===== src/rtl/regfile_seq_pkg.sv =====
// Shared definitions for the register-file sequencer: opcode and FSM state encodings.
package regfile_seq_pkg;

   typedef enum logic [2:0] {
      OP_ADD = 3'd0,
      OP_SUB = 3'd1,
      OP_AND = 3'd2,
      OP_OR  = 3'd3,
      OP_XOR = 3'd4,
      OP_MOV = 3'd5,
      OP_SHL = 3'd6,
      OP_SHR = 3'd7
   } op_e;

   typedef enum logic [2:0] {
      IDLE   = 3'd0,
      READ_A = 3'd1,
      READ_B = 3'd2,
      EXEC   = 3'd3,
      WRITE  = 3'd4
   } state_e;

endpackage


===== src/rtl/regfile_seq_alu.sv =====
// Combinational ALU for the sequencer: computes result, carry/borrow and zero flag.
module regfile_seq_alu
   import regfile_seq_pkg::*;
#(
   parameter int DW = 16
) (
   input  op_e           op,
   input  logic [DW-1:0] a,
   input  logic [DW-1:0] b,
   output logic [DW-1:0] result,
   output logic          carry,
   output logic          zero
);

   logic [DW:0] sum;
   logic [DW:0] diff;

   // Select the operation; the extra top bit of sum/diff carries out the carry or borrow
   always_comb begin
      sum    = {1'b0, a} + {1'b0, b};
      diff   = {1'b0, a} - {1'b0, b};
      result = '0;
      carry  = 1'b0;
      case (op)
         OP_ADD: begin
            result = sum[DW-1:0];
            carry  = sum[DW];
         end
         OP_SUB: begin
            result = diff[DW-1:0];
            carry  = diff[DW];
         end
         OP_AND: result = a & b;
         OP_OR:  result = a | b;
         OP_XOR: result = a ^ b;
         OP_MOV: result = a;
         OP_SHL: begin
            result = {a[DW-2:0], 1'b0};
            carry  = a[DW-1];
         end
         OP_SHR: begin
            result = {1'b0, a[DW-1:1]};
            carry  = a[0];
         end
         default: begin
            result = '0;
            carry  = 1'b0;
         end
      endcase
   end

   assign zero = (result == '0);

endmodule


===== src/rtl/regfile_sequencer.sv =====
// Multi-cycle sequencer: fetches two operands from an external register file,
// runs them through the ALU and writes the result back, one instruction at a time.
module regfile_sequencer
   import regfile_seq_pkg::*;
#(
   parameter int AW = 2,
   parameter int DW = 16
) (
   input  logic          clk,
   input  logic          rst,
   input  logic          in_valid,
   output logic          in_ready,
   input  logic [2:0]    in_op,
   input  logic [AW-1:0] in_rd,
   input  logic [AW-1:0] in_rs1,
   input  logic [AW-1:0] in_rs2,
   output logic [AW-1:0] rf_r_address,
   input  logic [DW-1:0] rf_r_data,
   output logic          rf_w_enable,
   output logic [AW-1:0] rf_w_address,
   output logic [DW-1:0] rf_w_data,
   output logic          done,
   output logic          carry,
   output logic          zero
);

   state_e        state;
   op_e           op_q;
   logic [AW-1:0] rd_q;
   logic [AW-1:0] rs1_q;
   logic [AW-1:0] rs2_q;
   logic [DW-1:0] opa;
   logic [DW-1:0] opb;
   logic [DW-1:0] result_q;

   logic [DW-1:0] alu_result;
   logic          alu_carry;
   logic          alu_zero;

   regfile_seq_alu #(
      .DW(DW)
   ) u_alu (
      .op     (op_q),
      .a      (opa),
      .b      (opb),
      .result (alu_result),
      .carry  (alu_carry),
      .zero   (alu_zero)
   );

   // FSM plus datapath registers; flags are loaded in EXEC so they show during WRITE
   always_ff @(posedge clk or negedge rst) begin
      if (!rst) begin
         state    <= IDLE;
         op_q     <= OP_ADD;
         rd_q     <= '0;
         rs1_q    <= '0;
         rs2_q    <= '0;
         opa      <= '0;
         opb      <= '0;
         result_q <= '0;
         carry    <= 1'b0;
         zero     <= 1'b0;
      end else begin
         case (state)
            IDLE: begin
               if (in_valid) begin
                  op_q  <= op_e'(in_op);
                  rd_q  <= in_rd;
                  rs1_q <= in_rs1;
                  rs2_q <= in_rs2;
                  state <= READ_A;
               end
            end
            READ_A: begin
               opa   <= rf_r_data;
               state <= READ_B;
            end
            READ_B: begin
               opb   <= rf_r_data;
               state <= EXEC;
            end
            EXEC: begin
               result_q <= alu_result;
               carry    <= alu_carry;
               zero     <= alu_zero;
               state    <= WRITE;
            end
            WRITE: begin
               state <= IDLE;
            end
            default: begin
               state <= IDLE;
            end
         endcase
      end
   end

   // Read port points at the source being fetched and rests at 0 otherwise
   always_comb begin
      rf_r_address = '0;
      case (state)
         READ_A:  rf_r_address = rs1_q;
         READ_B:  rf_r_address = rs2_q;
         default: rf_r_address = '0;
      endcase
   end

   assign in_ready     = (state == IDLE);
   assign rf_w_enable  = (state == WRITE);
   assign done         = (state == WRITE);
   assign rf_w_address = rd_q;
   assign rf_w_data    = result_q;

endmodule


===== config.mk =====
export PLATFORM = sky130hd
export DESIGN_NAME = regfile_sequencer
export DESIGN_NICKNAME = d
export VERILOG_FILES = /design/src/rtl/regfile_seq_pkg.sv /design/src/rtl/regfile_seq_alu.sv /design/src/rtl/regfile_sequencer.sv
export SDC_FILE = /design/constraint.sdc
export NUM_CORES = 1
export LEC_CHECK = 0
export BUFFER_PORTS_ARGS = -buffer_cell sky130_fd_sc_hd__buf_2
export CAP_MARGIN = 20
export CELL_PAD_IN_SITES_DETAIL_PLACEMENT = 2
export CELL_PAD_IN_SITES_GLOBAL_PLACEMENT = 2
export CORE_MARGIN = 8
export CORE_UTILIZATION = 41
export CTS_CLUSTER_DIAMETER = 30
export DETAILED_ROUTE_END_ITERATION = 7
export PLACE_DENSITY = 0.87
export SKIP_LAST_GASP = 1
export SYNTH_ARGS = -nofsm -noshare
export SYNTH_HDL_FRONTEND = slang
export SYNTH_HIERARCHICAL = 1
export SYNTH_SLANG_ARGS = --single-unit

===== constraint.sdc =====
create_clock -name clk -period 6.6 [get_ports clk]
set_clock_uncertainty 0.2 [all_clocks]
set_input_delay 0.99 -clock clk [delete_from_list [all_inputs] [get_ports clk]]
set_output_delay 0.99 -clock clk [all_outputs]
set_load 0.02 [all_outputs]

==> results of run 1 <==
-- final cells by class --
class                   instances  area [µm²]  share of cell area [%]
multi-input cells             406        3330                    56.3
flip-flops and latches         62        1550                    26.2
repair buffers                 59         313                    5.28
well taps                     172         215                    3.64
clock inverters                 5        82.6                    1.40
clock buffers                  11         243                    4.10
inverters                      48         180                    3.04
-- per-layer routing --
| layer | GRT usage, % | vias to the layer above |
|---|---|---|
| li1 | - | 2071 |
| met1 | 28.2 | 2302 |
| met2 | 41.5 | 100 |
| met3 | 4.85 | 26 |
| met4 | 9.68 | 0 |
| met5 | 0 | - |
-- synth_stat cells, types with 6 or more instances --
library cell	instances	share of area, %
buf_2	10	0.95
nand3_1	7	0.67
inv_1	46	3.3
clkbuf_1	14	1.0
o22ai_1	8	0.95
dfrtp_1	62	30
nand2_1	28	2.0
and3_1	8	0.95
a21oi_1	23	2.2
xnor2_1	7	1.2
mux2_2	65	14
mux2i_1	10	1.9
nor3_1	17	1.6
a31oi_1	6	0.72
o21ai_0	32	3.1
nor2_1	32	2.3
ha_1	48	11
a21o_1	10	1.4
mux4_2	7	3.0
-- metrics by stage --
step / area (µm²) / setup WS (ns)
2_1_floorplan: 5250 / 3.18
4_1_cts: 5920 / 2.37
6_report: 5920 / 2.36
3_5_place_dp: 5590 / 2.41
5_1_grt: 5920 / 2.07
3_3_place_gp: 5590 / 2.39
-- flip-flops by register name, indices dropped and copies added, names as in the netlist, 2 cells and up --
register,flops
op_q,3
state,3
rs2_q,2
rf_w_address,2
opa,16
opb,16
rs1_q,2
rf_w_data,16
-- kinds of logic (layout without fill, tap and decap cells) --
| family | after synthesis | in the layout |
|---|---|---|
| AO/OA/AOI/OAI | 137 | 137 |
| AND/OR/NAND/NOR | 126 | 126 |
| multiplexers | 82 | 82 |
| buffers and inverters | 82 | 123 |
| flip-flops | 62 | 62 |
| adder cells (fa/ha/maj) | 50 | 50 |
| XOR/XNOR | 11 | 11 |
-- critical path: cells and delay by family, from the launching register on --
kind                       cells  cell delay (ns)
and+or+nand+nor                4             0.78
muxes                          1             0.14
AOI/OAI and AO/OA              4             1.64
adders and majority gates      2             0.62
buffers and inverters          2             0.18
DFF                            1             0.44
xor gates and xnor gates       1             0.19
-- worst max-delay path by stage --
stage	from	to	slack, ns	depth (start not counted)
final	opa[0]$_DFFE_PN0N_	zero$_DFFE_PN0P_	2.36	14
after global routing	opa[0]$_DFFE_PN0N_	zero$_DFFE_PN0P_	2.07	14
after CTS	opa[0]$_DFFE_PN0N_	zero$_DFFE_PN0P_	2.37	14
after detailed placement	opa[0]$_DFFE_PN0N_	zero$_DFFE_PN0P_	2.41	12
after global placement	opa[0]$_DFFE_PN0N_	zero$_DFFE_PN0P_	2.39	14
after floorplan	opa[0]$_DFFE_PN0N_	zero$_DFFE_PN0P_	3.18	12
==> impl_metrics.json, run 1 <==
{
  "status": "finished clean",
  "period_needed_ns": 4.24,
  "worstPathRequired_ns": 6.69,
  "max_cap_viol_count": 0,
  "mostFrequentLayoutCells": "mux2_2, dfrtp_1, buf_2",
  "ys_warn_count": 6,
  "overflow": 0,
  "drt-total-wl_mm": 18.7,
  "postCtsResizedCells": 0,
  "holdCritPathClass": "reg -> reg",
  "via_count": 4499,
  "globalplace.congestion": 0.894,
  "insertion_delay_ns": 0.35,
  "drive_above_1_share_pct": 26.4,
  "syn_to_final_growth_pct": 12.8,
  "route.met2.wl_mm": 9.63,
  "timing.rr.end": "zero$_DFFE_PN0P_",
  "crit_fanout": 6,
  "ant_nets": 0,
  "syn_area_mm2": 0.00525,
  "setup_viol": 0,
  "hold_violations": 0,
  "vias_per_cell": 5.90,
  "antenna_found_initial": 0,
  "synth_fp_nets": 628,
  "grt_use_total_pct": 23.9,
  "final_util_pct": 47.1,
  "min_from": "rf_w_data[11]$_DFFE_PN0P_",
  "worstRegToRegCells": 14,
  "r2r_start": "opa[0]$_DFFE_PN0N_",
  "synth.yosys.seq_area_share_pct": 29.6,
  "ys.flop_type": "dfrtp_1",
  "crit_path_max_incr_delay_ns": 0.66,
  "holdPathStages": 1,
  "grt_pass1_vias": 5320,
  "rows": 41,
  "synthMuxAreaShare_pct": 18.9,
  "synth-edff-count": 0,
  "die_area_mm2": 0.0167,
  "worstMarginPinSlew_ns": 1.11,
  "top_layer": "met4",
  "drc": 0,
  "critical_path_arrival_ns": 4.34,
  "grt_pass1_wl_mm": 30.4,
  "antenna-diode-count": 0,
  "start_kind": "flop",
  "fin_crit_sh_pct": 64.3,
  "maxSlewViolCount": 0,
  "dp_cells": 747,
  "nFillCells": 1332,
  "fin_setup_tns_ns": 0,
  "die_h_um": 129,
  "critPathSlowestCell": "o41ai_1",
  "clockRootBuffer": "clkbuf_16",
  "post_cts_buffers": 0,
  "r2r_slack_ns": 2.36,
  "cts_buffer_depth": 2,
  "final_cells": 763,
  "hold_ws_ns": 0.301,
  "avgSynthCellArea_um2": 9.54,
  "yosys.area_share.simple_pct": 12.9,
  "path_cells": "inv_1, ha_1, inv_1, fa_1, nor2b_1, o21ai_0, and2_1, nor4_1, o41ai_1, xnor2_1, o221ai_1, a2111oi_0, and4bb_1, mux2_2",
  "dp_hpwl_mm": 13.2,
  "synth_compound_area_share_pct": 17.7,
  "portBuffers": 52,
  "wl_per_cell_um": 24.5,
  "cp-end-kind": "flop",
  "synth_top_family_by_area": "multiplexers",
  "path_clk_slew_ns": 0.06,
  "async_reset_ff_share_pct": 100,
  "ys_ff_latch": 62,
  "synth-xor-area-share_pct": 1.84,
  "ys_types": 68,
  "cpMostUsedCell": "inv_1",
  "grt_max_degree": 63,
  "rsz0062_at_grt": "no",
  "clock-sinks": 62,
  "die_w_um": 129,
  "initial_utilization_pct": 41.8,
  "drt_iter0_markers": 223,
  "hold_buffers": 0,
  "h-tree-depth": 3,
  "cts_tree": "done",
  "wl_met1_mm": 7.86,
  "nets": 664,
  "fmax_ghz": 0.236,
  "core_mm2": 0.0126,
  "drt-pass1-iter-count": 4,
  "layout_commonest_cell": "mux2_2",
  "synthCells": 550,
  "crit_type": "reg -> reg",
  "hold_end": "rf_w_data[11]$_DFFE_PN0P_",
  "cts_buffers": 9,
  "wl_met3_um": 822,
  "slew_headroom_pct": 25.7,
  "io_pins": 53,
  "synth_adder_area_share_pct": 12.2
}
Power of run 1 is left out: the tool's default activity adds up to more than one toggle a clock period on the data nets, which glitch-free logic cannot reach.
==> run 2: changes to the inputs <==
--- a/config.mk
+++ b/config.mk
@@ -5,15 +5,16 @@
 export SDC_FILE = /design/constraint.sdc
 export NUM_CORES = 1
 export LEC_CHECK = 0
+export ABC_AREA = 1
 export BUFFER_PORTS_ARGS = -buffer_cell sky130_fd_sc_hd__buf_2
 export CAP_MARGIN = 20
 export CELL_PAD_IN_SITES_DETAIL_PLACEMENT = 2
 export CELL_PAD_IN_SITES_GLOBAL_PLACEMENT = 2
 export CORE_MARGIN = 8
-export CORE_UTILIZATION = 41
+export CORE_UTILIZATION = 34
 export CTS_CLUSTER_DIAMETER = 30
 export DETAILED_ROUTE_END_ITERATION = 7
-export PLACE_DENSITY = 0.87
+export PLACE_DENSITY = 0.82
 export SKIP_LAST_GASP = 1
 export SYNTH_ARGS = -nofsm -noshare
 export SYNTH_HDL_FRONTEND = slang
==> constraint.sdc (replaced) <==
create_clock -name clk -period 4 [get_ports clk]
set_clock_uncertainty 0.2 [all_clocks]
set_input_delay 0.6 -clock clk [delete_from_list [all_inputs] [get_ports clk]]
set_output_delay 0.6 -clock clk [all_outputs]
set_load 0.02 [all_outputs]
==> impl_metrics.json, run 2 <==
{
  "fmax_ghz": 0.324,
  "avgSynthCellArea_um2": 6.68,
  "drive_above_1_share_pct": 14.4,
  "die_w_um": 148,
  "synth_area_leaders": "dfrtp_1, nand2_1, ha_1",
  "ys_types": 43,
  "core_mm2": 0.0171,
  "cts_buffers": 9,
  "synth_top_area_share_pct": 26.3,
  "drc": 0,
  "ys_ff_latch": 62,
  "mostFrequentLayoutCells": "nand2_1, inv_1, nand3_1",
  "die_h_um": 148,
  "antenna_found_initial": 0,
  "cp_top_family": "simple AND/OR/NAND/NOR gates",
  "async_reset_ff_share_pct": 100,
  "critPathSlowestCell": "fa_1",
  "io_pins": 53,
  "critical_path_arrival_ns": 3.18,
  "grt_pass1_wl_mm": 38.4,
  "nFillCells": 2066,
  "slew_headroom_pct": 40.2,
  "wl_per_cell_um": 21.0,
  "path_cells": "inv_1, ha_1, inv_1, fa_1, nor2_1, nor3_1, nor2_1, nand2_1, nor2_1, nand3_1, nor2_1, nand3_1, nor3_2, nand2_1, nand2_1",
  "nets": 994,
  "globalplace.congestion": 0.895,
  "dp_hpwl_mm": 18.2,
  "cts_buffer_depth": 2,
  "post_cts_buffers": 0,
  "synth-edff-count": 0,
  "cpMostUsedCell": "nor2_1",
  "synthCells": 884,
  "via_count": 6114,
  "overflow": 0,
  "die_area_mm2": 0.0218,
  "syn_to_final_growth_pct": 10.1,
  "ys_warn_count": 6,
  "path_clk_slew_ns": 0.07,
  "portBuffers": 52,
  "clockRootBuffer": "clkbuf_16",
  "initial_utilization_pct": 34.5,
  "r2r_start": "opa[0]$_DFFE_PN0N_",
  "postCtsResizedCells": 0,
  "worstPathRequired_ns": 4.09,
  "hold_buffers": 0,
  "layout_commonest_cell": "nand2_1",
  "synthMostInstantiatedCell": "nand2_1",
  "worstMarginPinSlew_ns": 0.898,
  "status": "finished clean",
  "crit_fanout": 4,
  "fin_setup_tns_ns": 0,
  "vias_per_cell": 5.34,
  "r2r_slack_ns": 0.91,
  "clock-sinks": 62,
  "ant_nets": 0,
  "h-tree-depth": 3,
  "crit_path_max_incr_delay_ns": 0.48,
  "syn_area_mm2": 0.00590,
  "crit_start": "opa[0]$_DFFE_PN0N_",
  "synth_top_area_cell": "dfrtp_1",
  "cts_tree": "done",
  "drt_iter0_markers": 312,
  "drt-pass1-iter-count": 5,
  "grt_max_degree": 38,
  "holdCritPathClass": "in -> async",
  "synth.yosys.seq_area_share_pct": 26.3,
  "yosys-top-cells-count": "nand2_1, inv_1, nand3_1",
  "drt-total-wl_mm": 24.1,
  "insertion_delay_ns": 0.35,
  "fin_crit_sh_pct": 77.3,
  "grt_use_total_pct": 22.7,
  "max_cap_viol_count": 0,
  "period_needed_ns": 3.09,
  "rows": 48,
  "cp-end-kind": "flop",
  "antenna-diode-count": 0,
  "maxSlewViolCount": 0,
  "worst-path-buf-inv": 2,
  "start_kind": "flop",
  "setup_viol": 0,
  "grt_pass1_vias": 6798,
  "synth_fp_nets": 962,
  "rsz0062_at_grt": "no",
  "ys.flop_type": "dfrtp_1",
  "hold_violations": 0,
  "crit_type": "reg -> reg"
}
## run 2: metal layers
layer / global-route usage [%] / wire length [µm]
met5: 0 / 0
met4: 7.60 / 578
met3: 2.84 / 816
met2: 39.3 / 11800
met1: 28.4 / 10900
## run 2: kinds of logic after synthesis
kind of cell | share of synthesized area [%]
AND/OR/NAND/NOR | 36.0
buffers and inverters | 14.7
AO/OA/AOI/OAI | 11.7
flip-flops | 26.3
adder cells (fa/ha/maj) | 10.9
XOR/XNOR | 0.445
## run 2: metrics by stage
stage | std cells | instance area, µm² | setup WS (ns) | hold WS, ns | utilization, %
after CTS | 1146 | 6500 | 0.959 | 0.195 | 38.0
after detailed placement | 1130 | 6180 | 0.996 | 0.266 | 36.1
after floorplan | 884 | 5900 | 1.68 | 0.104 | -
after global placement | 1130 | 6180 | 1.01 | 0.255 | 36.1
after global routing | 1146 | 6500 | 0.707 | 0.230 | 38.0
final | 1146 | 6500 | 0.910 | 0.170 | 38.0
## run 2: worst reg2reg max path, stage by stage, from the launching register on
cell,delay (ns)
dfrtp_1,0.44
inv_1,0.17
ha_1,0.18
inv_1,0.13
fa_1,0.49
nor2_1,0.14
nor3_1,0.06
nor2_1,0.09
nand2_1,0.07
nor2_1,0.32
nand3_1,0.13
nor2_1,0.19
nand3_1,0.14
nor3_2,0.18
nand2_1,0.07
nand2_1,0.06
## run 2: final cells by class
class	count	area, µm²	area share, %
inverters	151	582	8.96
clock buffers	10	229	3.52
well taps	225	282	4.33
flip-flops and latches	62	1550	23.9
repair buffers	55	283	4.35
clock inverters	6	86.3	1.33
multi-input cells	637	3480	53.6
## run 2: worst paths after layout
path / to / depth (start not counted)
max: zero$_DFFE_PN0P_ / 15
min: rf_w_data[8]$_DFFE_PN0P_ / 1
max reg2reg: zero$_DFFE_PN0P_ / 15
min reg2reg: rf_w_data[15]$_DFFE_PN0P_ / 2
max in group asynchronous: rf_w_data[4]$_DFFE_PN0P_ / 2
min in group clk: rf_w_data[15]$_DFFE_PN0P_ / 2
Power of run 2 is left out for the same reason.
==> run 3: changes to the inputs <==
==> constraint.sdc (replaced) <==
create_clock -name clk -period 3.2 [get_ports clk]
set_clock_uncertainty 0.2 [all_clocks]
set_input_delay 0.48 -clock clk [delete_from_list [all_inputs] [get_ports clk]]
set_output_delay 0.48 -clock clk [all_outputs]
set_load 0.02 [all_outputs]
==> impl_metrics.json, run 3 (same netlist as run 2, synthesis figures left out) <==
{
  "status": "finished clean",
  "cts_tree": "done",
  "worstMarginPinSlew_ns": 0.863,
  "dp_hpwl_mm": 18.2,
  "grt_use_total_pct": 22.5,
  "max_cap_viol_count": 0,
  "via_count": 6009,
  "slew_headroom_pct": 42.5,
  "cp-end-kind": "flop",
  "fin_crit_sh_pct": 92.8,
  "nets": 996,
  "period_needed_ns": 2.97,
  "setup_viol": 0,
  "globalplace.congestion": 0.836,
  "fin_setup_tns_ns": 0,
  "timing.rr.end": "zero$_DFFE_PN0P_",
  "crit_type": "reg -> reg",
  "drt-total-wl_mm": 23.8,
  "maxSlewViolCount": 0,
  "postCtsResizedCells": 0,
  "syn_to_final_growth_pct": 9.92,
  "h-tree-depth": 3,
  "core_mm2": 0.0171,
  "clock-sinks": 62,
  "start_kind": "flop",
  "antenna_found_initial": 0,
  "r2r_slack_ns": 0.23,
  "critical_path_arrival_ns": 3.05,
  "cts_buffer_depth": 2,
  "rsz0062_at_grt": "no",
  "hold_ws_ns": 0.0946,
  "grt_pass1_wl_mm": 38.1,
  "crit_start": "opa[0]$_DFFE_PN0N_",
  "cts_buffers": 9,
  "die_h_um": 148,
  "holdCritPathClass": "in -> async",
  "portBuffers": 52,
  "hold_violations": 0,
  "drt-pass1-iter-count": 4,
  "overflow": 0,
  "antenna-diode-count": 0,
  "drt_iter0_markers": 272,
  "post_cts_buffers": 0,
  "worstRegToRegCells": 17,
  "io_pins": 53,
  "path_clk_slew_ns": 0.07,
  "die_area_mm2": 0.0218,
  "grt_pass1_vias": 6683,
  "drc": 0,
  "vias_per_cell": 5.23,
  "rows": 48,
  "crit_fanout": 4,
  "initial_utilization_pct": 34.5,
  "critPathCapture": "zero$_DFFE_PN0P_",
  "ant_nets": 0,
  "fmax_ghz": 0.337,
  "r2r_start": "opa[0]$_DFFE_PN0N_",
  "layout_commonest_cell": "nand2_1",
  "mostFrequentLayoutCells": "nand2_1, inv_1, nand3_1",
  "grt_max_degree": 63,
  "worstPathRequired_ns": 3.28,
  "insertion_delay_ns": 0.35,
  "die_w_um": 148,
  "drive_above_1_share_pct": 14.7,
  "wl_per_cell_um": 20.8,
  "hold_buffers": 0,
  "clockRootBuffer": "clkbuf_16"
}
==> run 3: worst max-delay path, stage by stage, from the launching register on <==
cell     delay, ns
dfrtp_1       0.43
inv_2         0.12
ha_1          0.21
inv_1         0.12
fa_1          0.44
nand2_1       0.09
nand2_1       0.07
nand3_1       0.10
nand2_1       0.12
nand2_1       0.13
nand4_1       0.12
nand3_1       0.13
nand3_1       0.14
nor2_1        0.14
nand2_1       0.09
nor3_2        0.11
nand2_1       0.08
nand2_1       0.07
==> run 3: cell type report <==
type / count / area (µm²)
clock buffer: 10 / 229
clock inverter: 6 / 62.6
fill: 2113 / 10600
inverter: 151 / 582
multi-input combinational: 637 / 3480
sequential: 62 / 1550
tap: 225 / 282
timing repair buffer: 57 / 298
==> run 3: how the worst min path moves through the flow <==
stage                                           start                          end
final                                             rst    rf_w_data[13]$_DFFE_PN0P_
after global routing                              rst     rf_w_data[9]$_DFFE_PN0P_
after CTS                                         rst     rf_w_data[9]$_DFFE_PN0P_
after detailed placement  rf_w_address[0]$_DFFE_PN0P_  rf_w_address[0]$_DFFE_PN0P_
after global placement           rs2_q[1]$_DFFE_PN0P_         rs2_q[1]$_DFFE_PN0P_
after floorplan                                   rst            carry$_DFFE_PN0P_
==> run 3: metal layers <==
metal	global-route usage (%)	wire length, µm
met2	38.3	11600
met3	2.84	819
met5	0	0
met1	28.6	10800
met4	8.21	622
==> run 3: per-stage QoR <==
stage / instances / worst slack [ns] / instance area (µm²) / util [%]
3_3_place_gp: 1132 / 0.310 / 6200 / 36.2
2_1_floorplan: 884 / 0.885 / 5900 / -
6_report: 1148 / 0.232 / 6490 / 37.9
4_1_cts: 1148 / 0.155 / 6490 / 37.9
3_5_place_dp: 1132 / 0.243 / 6200 / 36.2
5_1_grt: 1148 / 0.0120 / 6490 / 37.9
Power of run 3 is left out for the same reason.
